### config.mk
export PLATFORM = sky130hd
export DESIGN_NAME = mat_mult_nxn_flat
export DESIGN_NICKNAME = d
export VERILOG_FILES = /design/src/rtl/mat_mult_pkg.sv /design/src/rtl/mat_mult_nxn_if.sv /design/src/rtl/mat_mult_rescale.sv /design/src/rtl/mat_mult_nxn.sv /design/src/flat_wrapper.sv
export SDC_FILE = /design/constraint.sdc
export NUM_CORES = 2
export LEC_CHECK = 0
export CORE_MARGIN = 1.5
export CORE_UTILIZATION = 50
export CTS_BUF_LIST = sky130_fd_sc_hd__clkbuf_4
export DETAILED_ROUTE_END_ITERATION = 10
export MAX_ROUTING_LAYER = met4
export PLACE_DENSITY_LB_ADDON = 0.08
export SYNTH_ARGS = -nofsm -noshare
export SYNTH_HDL_FRONTEND = slang
export SYNTH_SLANG_ARGS = --single-unit
### constraint.sdc
create_clock -name i_clk -period 17 [get_ports i_clk]
set_input_delay 5.1 -clock i_clk [delete_from_list [all_inputs] [get_ports i_clk]]
set_output_delay 5.1 -clock i_clk [all_outputs]
set_load 0.01 [all_outputs]
### src/rtl/mat_mult_pkg.sv
`default_nettype none
// ============================================================================
// Module      : mat_mult_pkg
// Description : Shared FSM state type and width helpers for the NxN
//               fixed-point matrix multiplier.
// Revision    : 1.0 - initial release
// ============================================================================
package mat_mult_pkg;

   typedef enum logic [1:0] {
      LOAD_A = 2'd0,
      LOAD_B = 2'd1,
      ACCUM  = 2'd2,
      OUTPUT = 2'd3
   } state_t;

   // Accumulator width: full product plus growth for N summed products.
   function automatic int acc_w(input int n, input int data_w);
      return 2 * data_w + $clog2(n);
   endfunction

   // Width of the pass counter and the per-pass load index (0..N-1).
   function automatic int k_w(input int n);
      return (n < 2) ? 1 : $clog2(n);
   endfunction

   // Width of the result index (0..N*N-1).
   function automatic int idx_w(input int n);
      return $clog2(n * n);
   endfunction

endpackage
`default_nettype wire

### src/rtl/mat_mult_nxn_if.sv
`default_nettype none
// ============================================================================
// Module      : mat_mult_nxn_if
// Description : Operand load channels, result channel and status of the
//               NxN matrix multiplier.
// Revision    : 1.0 - initial release
// ============================================================================
interface mat_mult_nxn_if #(
   parameter int DATA_W = 8
);
   logic [DATA_W-1:0] i_a_num;
   logic              i_a_num_valid;
   logic              o_a_read;
   logic [DATA_W-1:0] i_b_num;
   logic              i_b_num_valid;
   logic              o_b_read;
   logic [DATA_W-1:0] o_res_data;
   logic              o_res_valid;
   logic              i_res_ready;
   logic              o_res_last;
   logic              o_busy;

   // Producer of operands / consumer of results.
   modport master (
      output i_a_num, i_a_num_valid, i_b_num, i_b_num_valid, i_res_ready,
      input  o_a_read, o_b_read, o_res_data, o_res_valid, o_res_last, o_busy
   );

   // The multiplier itself.
   modport slave (
      input  i_a_num, i_a_num_valid, i_b_num, i_b_num_valid, i_res_ready,
      output o_a_read, o_b_read, o_res_data, o_res_valid, o_res_last, o_busy
   );
endinterface
`default_nettype wire

### src/rtl/mat_mult_rescale.sv
`default_nettype none
// ============================================================================
// Module      : mat_mult_rescale
// Description : Combinational fixed-point rescale of an accumulator value:
//               optional round-half-up, arithmetic shift by FRAC_W, then
//               saturate or wrap to DATA_W bits.
// Revision    : 1.0 - initial release
// ============================================================================
module mat_mult_rescale #(
   parameter int DATA_W = 8,
   parameter int ACC_W  = 18,
   parameter int FRAC_W = 4,
   parameter int SAT    = 1,
   parameter int ROUND  = 1
) (
   input  logic signed [ACC_W-1:0]  i_acc,
   output logic        [DATA_W-1:0] o_data
);

   // One guard bit so the rounding bias can never overflow.
   localparam int c_ext_w = ACC_W + 1;
   localparam logic signed [c_ext_w-1:0] c_max =
      {{(c_ext_w-DATA_W+1){1'b0}}, {(DATA_W-1){1'b1}}};
   localparam logic signed [c_ext_w-1:0] c_min = ~c_max;

   logic signed [c_ext_w-1:0] w_ext;
   logic signed [c_ext_w-1:0] w_biased;
   logic signed [c_ext_w-1:0] w_shift;

   assign w_ext = {i_acc[ACC_W-1], i_acc};

   generate
      if (ROUND != 0 && FRAC_W > 0) begin : g_round
         localparam logic signed [c_ext_w-1:0] c_half = c_ext_w'(1) << (FRAC_W - 1);
         assign w_biased = w_ext + c_half;
      end else begin : g_trunc
         assign w_biased = w_ext;
      end
   endgenerate

   // Arithmetic shift gives floor division, i.e. truncation toward -inf.
   assign w_shift = w_biased >>> FRAC_W;

   generate
      if (SAT != 0) begin : g_sat
         // Clamp into the signed DATA_W range.
         always_comb begin
            if (w_shift > c_max) begin
               o_data = c_max[DATA_W-1:0];
            end else if (w_shift < c_min) begin
               o_data = c_min[DATA_W-1:0];
            end else begin
               o_data = w_shift[DATA_W-1:0];
            end
         end
      end else begin : g_wrap
         // High bits are intentionally discarded in wrap mode.
         logic w_unused_hi;
         assign w_unused_hi = ^w_shift[c_ext_w-1:DATA_W];
         assign o_data      = w_shift[DATA_W-1:0];
      end
   endgenerate

endmodule
`default_nettype wire

### src/rtl/mat_mult_nxn.sv
`default_nettype none
// ============================================================================
// Module      : mat_mult_nxn
// Description : NxN signed fixed-point matrix multiplier built as N
//               outer-product passes (column of A x row of B), followed by a
//               row-major result stream with valid/ready flow control.
// Revision    : 1.0 - initial release
// ============================================================================
module mat_mult_nxn
   import mat_mult_pkg::*;
#(
   parameter int N      = 3,
   parameter int DATA_W = 8,
   parameter int FRAC_W = 4,
   parameter int SAT    = 1,
   parameter int ROUND  = 1
) (
   input logic           i_clk,
   input logic           i_rst,
   mat_mult_nxn_if.slave bus
);

   localparam int c_acc_w = acc_w(N, DATA_W);
   localparam int c_k_w   = k_w(N);
   localparam int c_idx_w = idx_w(N);
   localparam int c_nn    = N * N;

   localparam logic [c_k_w-1:0]   c_k_last     = c_k_w'(N - 1);
   localparam logic [c_k_w-1:0]   c_k_one      = c_k_w'(1);
   localparam logic [c_idx_w-1:0] c_out_last   = c_idx_w'(c_nn - 1);
   localparam logic [c_idx_w-1:0] c_out_penult = c_idx_w'(c_nn - 2);
   localparam logic [c_idx_w-1:0] c_out_one    = c_idx_w'(1);

   state_t                      r_state;
   logic [c_k_w-1:0]            r_k;
   logic [c_k_w-1:0]            r_lidx;
   logic [c_idx_w-1:0]          r_oidx;
   logic signed [DATA_W-1:0]    r_a_col [N];
   logic signed [DATA_W-1:0]    r_b_row [N];
   logic signed [c_acc_w-1:0]   r_acc   [c_nn];
   logic                        r_a_read;
   logic                        r_b_read;
   logic                        r_res_valid;
   logic                        r_res_last;
   logic                        r_busy;

   logic signed [2*DATA_W-1:0]  w_prod  [N][N];
   logic signed [c_acc_w-1:0]   w_acc_sel;
   logic [DATA_W-1:0]           w_res_data;

   // Full-precision outer product of the current A column and B row.
   generate
      for (genvar gr = 0; gr < N; gr++) begin : g_row
         for (genvar gc = 0; gc < N; gc++) begin : g_col
            assign w_prod[gr][gc] = r_a_col[gr] * r_b_row[gc];
         end
      end
   endgenerate

   assign w_acc_sel = r_acc[r_oidx];

   mat_mult_rescale #(
      .DATA_W (DATA_W),
      .ACC_W  (c_acc_w),
      .FRAC_W (FRAC_W),
      .SAT    (SAT),
      .ROUND  (ROUND)
   ) u_rescale (
      .i_acc  (w_acc_sel),
      .o_data (w_res_data)
   );

   // Control flags come straight from registers, never from inputs.
   assign bus.o_a_read    = r_a_read;
   assign bus.o_b_read    = r_b_read;
   assign bus.o_res_valid = r_res_valid;
   assign bus.o_res_last  = r_res_last;
   assign bus.o_busy      = r_busy;
   assign bus.o_res_data  = w_res_data;

   // Job sequencer: load A column, load B row, accumulate, repeat N times,
   // then stream the rescaled results.
   always_ff @(posedge i_clk or posedge i_rst) begin
      if (i_rst) begin
         r_state     <= LOAD_A;
         r_k         <= '0;
         r_lidx      <= '0;
         r_oidx      <= '0;
         r_a_read    <= 1'b1;
         r_b_read    <= 1'b0;
         r_res_valid <= 1'b0;
         r_res_last  <= 1'b0;
         r_busy      <= 1'b0;
         for (int i = 0; i < N; i++) begin
            r_a_col[i] <= '0;
            r_b_row[i] <= '0;
         end
         for (int i = 0; i < c_nn; i++) begin
            r_acc[i] <= '0;
         end
      end else begin
         case (r_state)
            LOAD_A: begin
               if (bus.i_a_num_valid && r_a_read) begin
                  r_a_col[r_lidx] <= bus.i_a_num;
                  r_busy          <= 1'b1;
                  if (r_lidx == c_k_last) begin
                     r_lidx   <= '0;
                     r_a_read <= 1'b0;
                     r_b_read <= 1'b1;
                     r_state  <= LOAD_B;
                  end else begin
                     r_lidx <= r_lidx + c_k_one;
                  end
               end
            end
            LOAD_B: begin
               if (bus.i_b_num_valid && r_b_read) begin
                  r_b_row[r_lidx] <= bus.i_b_num;
                  if (r_lidx == c_k_last) begin
                     r_lidx   <= '0;
                     r_b_read <= 1'b0;
                     r_state  <= ACCUM;
                  end else begin
                     r_lidx <= r_lidx + c_k_one;
                  end
               end
            end
            ACCUM: begin
               for (int r = 0; r < N; r++) begin
                  for (int c = 0; c < N; c++) begin
                     r_acc[r*N+c] <= r_acc[r*N+c] + c_acc_w'(w_prod[r][c]);
                  end
               end
               if (r_k == c_k_last) begin
                  r_oidx      <= '0;
                  r_res_valid <= 1'b1;
                  r_res_last  <= 1'b0;
                  r_state     <= OUTPUT;
               end else begin
                  r_k      <= r_k + c_k_one;
                  r_a_read <= 1'b1;
                  r_state  <= LOAD_A;
               end
            end
            OUTPUT: begin
               if (bus.i_res_ready && r_res_valid) begin
                  if (r_oidx == c_out_last) begin
                     for (int i = 0; i < c_nn; i++) begin
                        r_acc[i] <= '0;
                     end
                     r_k         <= '0;
                     r_oidx      <= '0;
                     r_res_valid <= 1'b0;
                     r_res_last  <= 1'b0;
                     r_a_read    <= 1'b1;
                     r_busy      <= 1'b0;
                     r_state     <= LOAD_A;
                  end else begin
                     r_oidx     <= r_oidx + c_out_one;
                     r_res_last <= (r_oidx == c_out_penult);
                  end
               end
            end
            default: begin
               r_state <= LOAD_A;
            end
         endcase
      end
   end

endmodule
`default_nettype wire

### src/flat_wrapper.sv
// flat-port wrapper written by rule: the top's interface ports become plain ports
module mat_mult_nxn_flat import mat_mult_pkg::*;
#(
   parameter int N      = 3,
   parameter int DATA_W = 8,
   parameter int FRAC_W = 4,
   parameter int SAT    = 1,
   parameter int ROUND  = 1
)
  (i_clk, i_rst, bus_i_a_num, bus_i_a_num_valid, bus_i_b_num, bus_i_b_num_valid, bus_i_res_ready, bus_o_a_read, bus_o_b_read, bus_o_res_data, bus_o_res_valid, bus_o_res_last, bus_o_busy);
  mat_mult_nxn_if #(.DATA_W(DATA_W)) bus_i ();
  input logic i_clk;
  input logic i_rst;
  input wire logic [$bits(bus_i.i_a_num)-1:0] bus_i_a_num;
  input wire logic [$bits(bus_i.i_a_num_valid)-1:0] bus_i_a_num_valid;
  input wire logic [$bits(bus_i.i_b_num)-1:0] bus_i_b_num;
  input wire logic [$bits(bus_i.i_b_num_valid)-1:0] bus_i_b_num_valid;
  input wire logic [$bits(bus_i.i_res_ready)-1:0] bus_i_res_ready;
  output wire logic [$bits(bus_i.o_a_read)-1:0] bus_o_a_read;
  output wire logic [$bits(bus_i.o_b_read)-1:0] bus_o_b_read;
  output wire logic [$bits(bus_i.o_res_data)-1:0] bus_o_res_data;
  output wire logic [$bits(bus_i.o_res_valid)-1:0] bus_o_res_valid;
  output wire logic [$bits(bus_i.o_res_last)-1:0] bus_o_res_last;
  output wire logic [$bits(bus_i.o_busy)-1:0] bus_o_busy;
  assign bus_i.i_a_num = bus_i_a_num;
  assign bus_i.i_a_num_valid = bus_i_a_num_valid;
  assign bus_i.i_b_num = bus_i_b_num;
  assign bus_i.i_b_num_valid = bus_i_b_num_valid;
  assign bus_i.i_res_ready = bus_i_res_ready;
  assign bus_o_a_read = bus_i.o_a_read;
  assign bus_o_b_read = bus_i.o_b_read;
  assign bus_o_res_data = bus_i.o_res_data;
  assign bus_o_res_valid = bus_i.o_res_valid;
  assign bus_o_res_last = bus_i.o_res_last;
  assign bus_o_busy = bus_i.o_busy;
  mat_mult_nxn #(.N(N), .DATA_W(DATA_W), .FRAC_W(FRAC_W), .SAT(SAT), .ROUND(ROUND)) u_core (.i_clk(i_clk), .i_rst(i_rst), .bus(bus_i));
endmodule
Word level (Yosys, flattened, before mapping)
Cells that the tools add are included.
{"block": "word_totals", "word_cells": 138, "register_bits": 225, "in_bits": 21}
{"block": "op_classes", "n_reduce_logical": 20, "n_bitwise": 2, "eq_ne": 15, "addsub": 13, "n_mux": 50, "n_mul": 9, "n_lt_le_gt_ge": 5}
{"operator": "162-bit 2-to-1 mux", "n": 2}
{"operator": "162-bit case mux with 2 select lines", "n": 1}
{"operator": "18-bit by 16-bit adder with 18-bit output", "n": 9}
{"operator": "8-bit by 8-bit multiplier with 16-bit output", "n": 9}
{"operator": "18-bit binary-select mux with 4-bit select", "n": 1}
{"operator": "24-bit bitwise mux", "n": 2}
{"operator": "18-bit 2-to-1 mux", "n": 2}
{"operator": "8-bit 2-to-1 mux", "n": 3}
{"operator": "2-bit 2-to-1 mux", "n": 11}
{"operator": "18-bit by 5-bit adder with 19-bit output, second input constant", "n": 1}
{"operator": "8-bit demux with 2-bit select", "n": 1}
{"operator": "15-bit by 8-bit > comparator with 1-bit output, second input constant", "n": 1}
{"operator": "15-bit by 8-bit less-than comparator with 1-bit output, second input constant", "n": 1}
{"operator": "1-bit 2-to-1 mux", "n": 15}
{"operator": "2-bit by 1-bit != test with 1-bit output, second input constant", "n": 7}
{"operator": "4-bit 2-to-1 mux", "n": 3}
{"operator": "4-bit AND reduction", "n": 3}
{"operator": "6-bit AND reduction", "n": 2}
{"operator": "3-bit AND reduction", "n": 3}
{"operator": "2-bit equality test, second input constant", "n": 4}
{"operator": "1-bit case mux with 2 select lines", "n": 4}
{"operator": "2-bit case mux with 2 select lines", "n": 2}
{"operator": "2-bit case mux with 4 select lines", "n": 1}
{"operator": "4-bit case mux with 2 select lines", "n": 1}
{"operator": "18 further kinds", "n": 25}

Logic depth before layout (Yosys ltp)
{"block": "logic_depth", "depth_word": 8, "ltp_mapped": 22, "mapped_depth_nobuf": 21}

Modules after synthesis
A second synthesis with hierarchy kept.
{"block": "hier_totals", "hier_cells": 4039, "area_unflattened_um2": 39389.0}
{"module": "mat_mult_nxn", "area_per_inst_um2": 39001.2, "instances": 1, "seq_area_each_um2": 5631.7, "cells_per_inst": 3981}
{"module": "mat_mult_rescale", "area_per_inst_um2": 387.9, "instances": 1, "seq_area_each_um2": 0.0, "cells_per_inst": 58}

Worst setup path before layout
OpenSTA, ideal clock, no wires.
{"block": "synth_timing", "path_type": "register to output", "start": "register u_core.r_oidx[3]", "end": "output port bus_o_res_data[1]", "path_slack_ns": 9.189, "t_arrival_ns": 2.711, "t_required_ns": 11.900, "stages_incl_launch_ff": 13, "cell_sequence": "dfrtp_1 > buf_6 > mux2_1 > a221oi_1 > a22o_1 > nor2_1 > ha_1 > inv_1 > nor3_1 > a31oi_1 > nand3b_1 > a211oi_2 > o211ai_1"}
{"block": "synth_between", "elab_chain_cells": 8, "word_cells_on_any_way": 9, "classes_between": "add/sub: 1; order compare: 2; mux: 5; bitwise: 1"}
{"element": "start: declaration", "line_no": "mat_mult_nxn.sv:37", "text": "logic [c_idx_w-1:0] r_oidx;"}
{"element": "start signal: assignment", "line_no": "mat_mult_nxn.sv:160", "text": "r_oidx <= r_oidx + c_out_one;"}
{"element": "4-bit NOT with 5-bit output (not written as such) *", "line_no": "mat_mult_nxn.sv:60", "text": "assign w_acc_sel = r_acc[r_oidx];"}
{"element": "18-bit binary-select mux with 4-bit select *", "line_no": "mat_mult_nxn.sv:60"}
{"element": "18-bit 2-to-1 mux (not written as such) * (2 in series)", "line_no": "mat_mult_nxn.sv:60"}
{"element": "18-bit by 5-bit adder with 19-bit output *", "line_no": "mat_mult_rescale.sv:35", "text": "assign w_biased = w_ext + c_half;"}
{"element": "15-bit by 8-bit less-than comparator with 1-bit output", "line_no": "mat_mult_rescale.sv:50", "text": "end else if (w_shift < c_min) begin"}
{"element": "8-bit 2-to-1 mux", "line_no": "mat_mult_rescale.sv:50"}
{"element": "8-bit 2-to-1 mux *", "line_no": "mat_mult_rescale.sv:48", "text": "if (w_shift > c_max) begin"}
{"element": "end: declaration", "line_no": "flat_wrapper.sv:21", "text": "output wire logic [$bits(bus_i.o_res_data)-1:0] bus_o_res_data;"}
Mark *: on every way between the ends. The rest lies on a longest branch, timed or not. The select of a mux whose other input is x is not followed.

Worst setup path in the final report
{"block": "layout_timing", "start": "register u_core.r_oidx[0]", "end": "output port bus_o_res_data[5]"}
The elaborated chain is that of the path after synthesis.

==> impl_metrics.ini <==
[yosys]
synth_cell_types = 77
synth-seq-cells = 225
synth_nets = 5127
synth_edf_count = 0
synth_top_family_by_area = adder cells
ys_warn_count = 0
synth_xor_area_share_pct = 3.41
synth_compound_area_share_pct = 7.58
netlist_area_um2 = 39100
async_reset_ff_share_pct = 100
yosysTopAreaCellShare_pct = 36.9
synth-adder-area-share_pct = 49.1
synth.area.top_cells = fa_1, dfrtp_1, ha_1, inv_1, and2_1
synthSimpleGateAreaFrac_pct = 12.0
synth_area_per_cell_um2 = 9.75
synth_cells = 4004
synth_top_area_cell = fa_1
yosysSeqAreaShare_pct = 14.4
synth_flop_cell = dfrtp_1
muxShareOfSynthArea_pct = 3.11

[final_layout]
areaGrowthSynthToFinish_pct = 6.30
seqCellArea_um2 = 5640
multiInputGateArea_um2 = 29400
fillers = 7247
nets = 5134
final_cell_mix = inv_1, fa_1, ha_1
instances_no_fill = 5111
drive_gt1_share_pct = 6.93
final_common_cell = inv_1

[grt]
grt_pass1_vias = 28000
grt.total_usage_pct = 30.8
antenna_found_initial = 3
grt-ovfl-total = 0
grt_max_degree = 119
grt_pass1_wl_um = 176000

[setup_path]
crit_chain = buf_4 > inv_1 > o21ai_1 > a221oi_1 > nor4_4 > nand4_1 > nor2_1 > a211oi_2 > o211ai_1 > clkdlybuf4s50_1
slowest_stage = buf_4
max_stage_delay_ns = 0.70
critPathArrivalTime_ns = 5.83
reg2reg_slack_ns = 10.35
r2r_start = u_core.r_a_col[23]$_DFFE_PP0P_
start_kind = flop
path_delay_family = buffers and inverters
path_max_fanout = 47
worstReg2RegEnd = u_core.r_acc[122]$_DFFE_PP0P_
critPathKind = reg -> out
crit_start = u_core.r_oidx[0]$_DFFE_PP0P_
reg2reg_depth = 18
endpoint_kind = output port
crit_buf_inv = 3
crit_required_ns = 11.90

[cts]
cts_resized = 0
cts.hold.buffers_added = 0
numCtsBuffers = 76
clk_latency_ns = 0.88
cts_sinks = 225
root_buffer = clkbuf_4
post_cts_buffers = 0
cts-htree-levels = 3
clk_pin_slew_ns = 0.07
clock_path_buffers = 3
tritoncts = done

[worst_hold_path]
hold_path_class = reg -> reg
holdPathStages = 2
hold_start = u_core.bus.o_a_read$_DFFE_PP1P_
whs_endpoint = u_core.bus.o_a_read$_DFFE_PP1P_

[placement]
gp_congestion = 0.898
dp_cells = 4973
dp_hpwl_um = 82500
numPortBuffers = 33

[floorplanning]
die_area_um2 = 79800
ios = 34
die_w_um = 282
rows = 102
start_util_pct = 50.5
die_y_um = 282
coreArea_um2 = 77300

[sta]
tightest_slew_ns = 1.06
post-route-period-util_pct = 64.3
fin_crit_ns = 10.93
fin_skew_ns = 0.0753
timing.setup.tns_ns = 0
drv_slew = 0
slew_headroom_pct = 29.1
setup_viol = 0
fmax_mhz = 91.5
rsz0062_at_grt = no
finalHoldViolations = 0

[route]
drt_iter0_markers = 2105
vias = 27100
routed_wl_um = 111000
first_pass_iters = 5
route.detailed.drc = 0
postRouteAntennaNets = 0
routedWlPerCell_um = 21.8
viasPerCell = 5.31

[outcome]
status = finished, final reports clean

[run]
maxCapViolCount = 0
==> through the flow <==
| stage | area (um^2) | utilization (%) | hold WS [ns] | worst slack (ns) |
|---|---|---|---|---|
| 6_report | 41500 | 53.7 | 0.493 | 6.07 |
| 5_1_grt | 41500 | 53.7 | 0.520 | 5.88 |
| 4_1_cts | 41500 | 53.7 | 0.494 | 6.14 |
| 3_5_place_dp | 40500 | 52.3 | 0.483 | 7.14 |
| 3_3_place_gp | 40500 | 52.3 | 0.480 | 7.18 |
| 2_1_floorplan | 39100 | - | 0.476 | 5.74 |
==> routing by layer <==
layer	vias to the layer above	wire length, um	global-route usage (%)
met5	-	0	-
li1	12400	-	-
met4	0	2330	6.25
met1	13700	56300	47.8
met3	126	7250	5.40
met2	820	45500	41.8
==> cells in the mapped netlist (all sizes together) (20+ instances only) <==
master / instances
a21oi: 91
a22o: 31
and2: 305
and3: 27
buf: 20
clkbuf: 139
dfrtp: 224
fa: 720
ha: 382
inv: 892
mux2: 70
mux2i: 38
nand2: 353
nand2b: 21
nand3: 20
nor2: 28
nor2b: 76
nor3: 21
o211ai: 23
o21ai: 152
o22ai: 38
o31ai: 24
xnor2: 104
xor2: 48
==> logic make-up (layout without fill, tap and decap cells) <==
family | Yosys count | in the layout
fa+ha+maj | 1102 | 1102
buf+inv | 1051 | 1115
simple gates | 900 | 900
compound gates | 464 | 464
flops | 225 | 225
xor+xnor | 152 | 152
mux | 110 | 110
other cells | 0 | 3
==> worst register-to-register path: stages (launching register included) <==
cell and delay (ns):
dfrtp_1 0.80, buf_4 0.33, and2_1 0.72, inv_1 0.18
fa_1 0.53, inv_1 0.05, fa_1 0.48, fa_1 0.57
fa_1 0.42, fa_1 0.45, ha_1 0.29, o21ai_0 0.17
a21oi_1 0.16, o21ai_0 0.25, a21oi_1 0.21, o21bai_1 0.26
nand2_1 0.10, or3_1 0.32, a32o_1 0.25
==> flip-flops by register name, summed over array words and instances, names as in the netlist <==
| signal | count |
|---|---|
| u_core.r_acc | 162 |
| u_core.r_a_col | 24 |
| u_core.r_b_row | 24 |
| u_core.r_oidx | 4 |
| u_core.r_k | 2 |
| u_core.r_lidx | 2 |
| u_core.r_state | 2 |
| u_core.bus.o_a_read | 1 |
| u_core.bus.o_b_read | 1 |
| u_core.bus.o_busy | 1 |
| u_core.bus.o_res_last | 1 |
| u_core.bus.o_res_valid | 1 |
==> cell type report <==
type / instances / share of cell area [%]
repair buffers: 88 / 1.79
clock inverters: 28 / 0.558
multi-input cells: 2728 / 70.9
diodes: 3 / 0.0181
flip-flops and latches: 225 / 13.6
well taps: 1040 / 3.13
clock buffers: 107 / 1.93
inverters: 892 / 8.08
==> worst max-delay path by stage <==
stage,slack [ns],depth (start not counted),to
after global placement,7.18,13,bus_o_res_data[5]
after CTS,6.14,10,bus_o_res_data[5]
final,6.07,10,bus_o_res_data[5]
after global routing,5.88,10,bus_o_res_data[5]
after floorplan,5.74,1,u_core.bus.o_b_read$_DFFE_PP0P_
after detailed placement,7.14,10,bus_o_res_data[5]
Power is left out: the tool's default activity adds up to more than one toggle a clock period on the data nets, which glitch-free logic cannot reach.
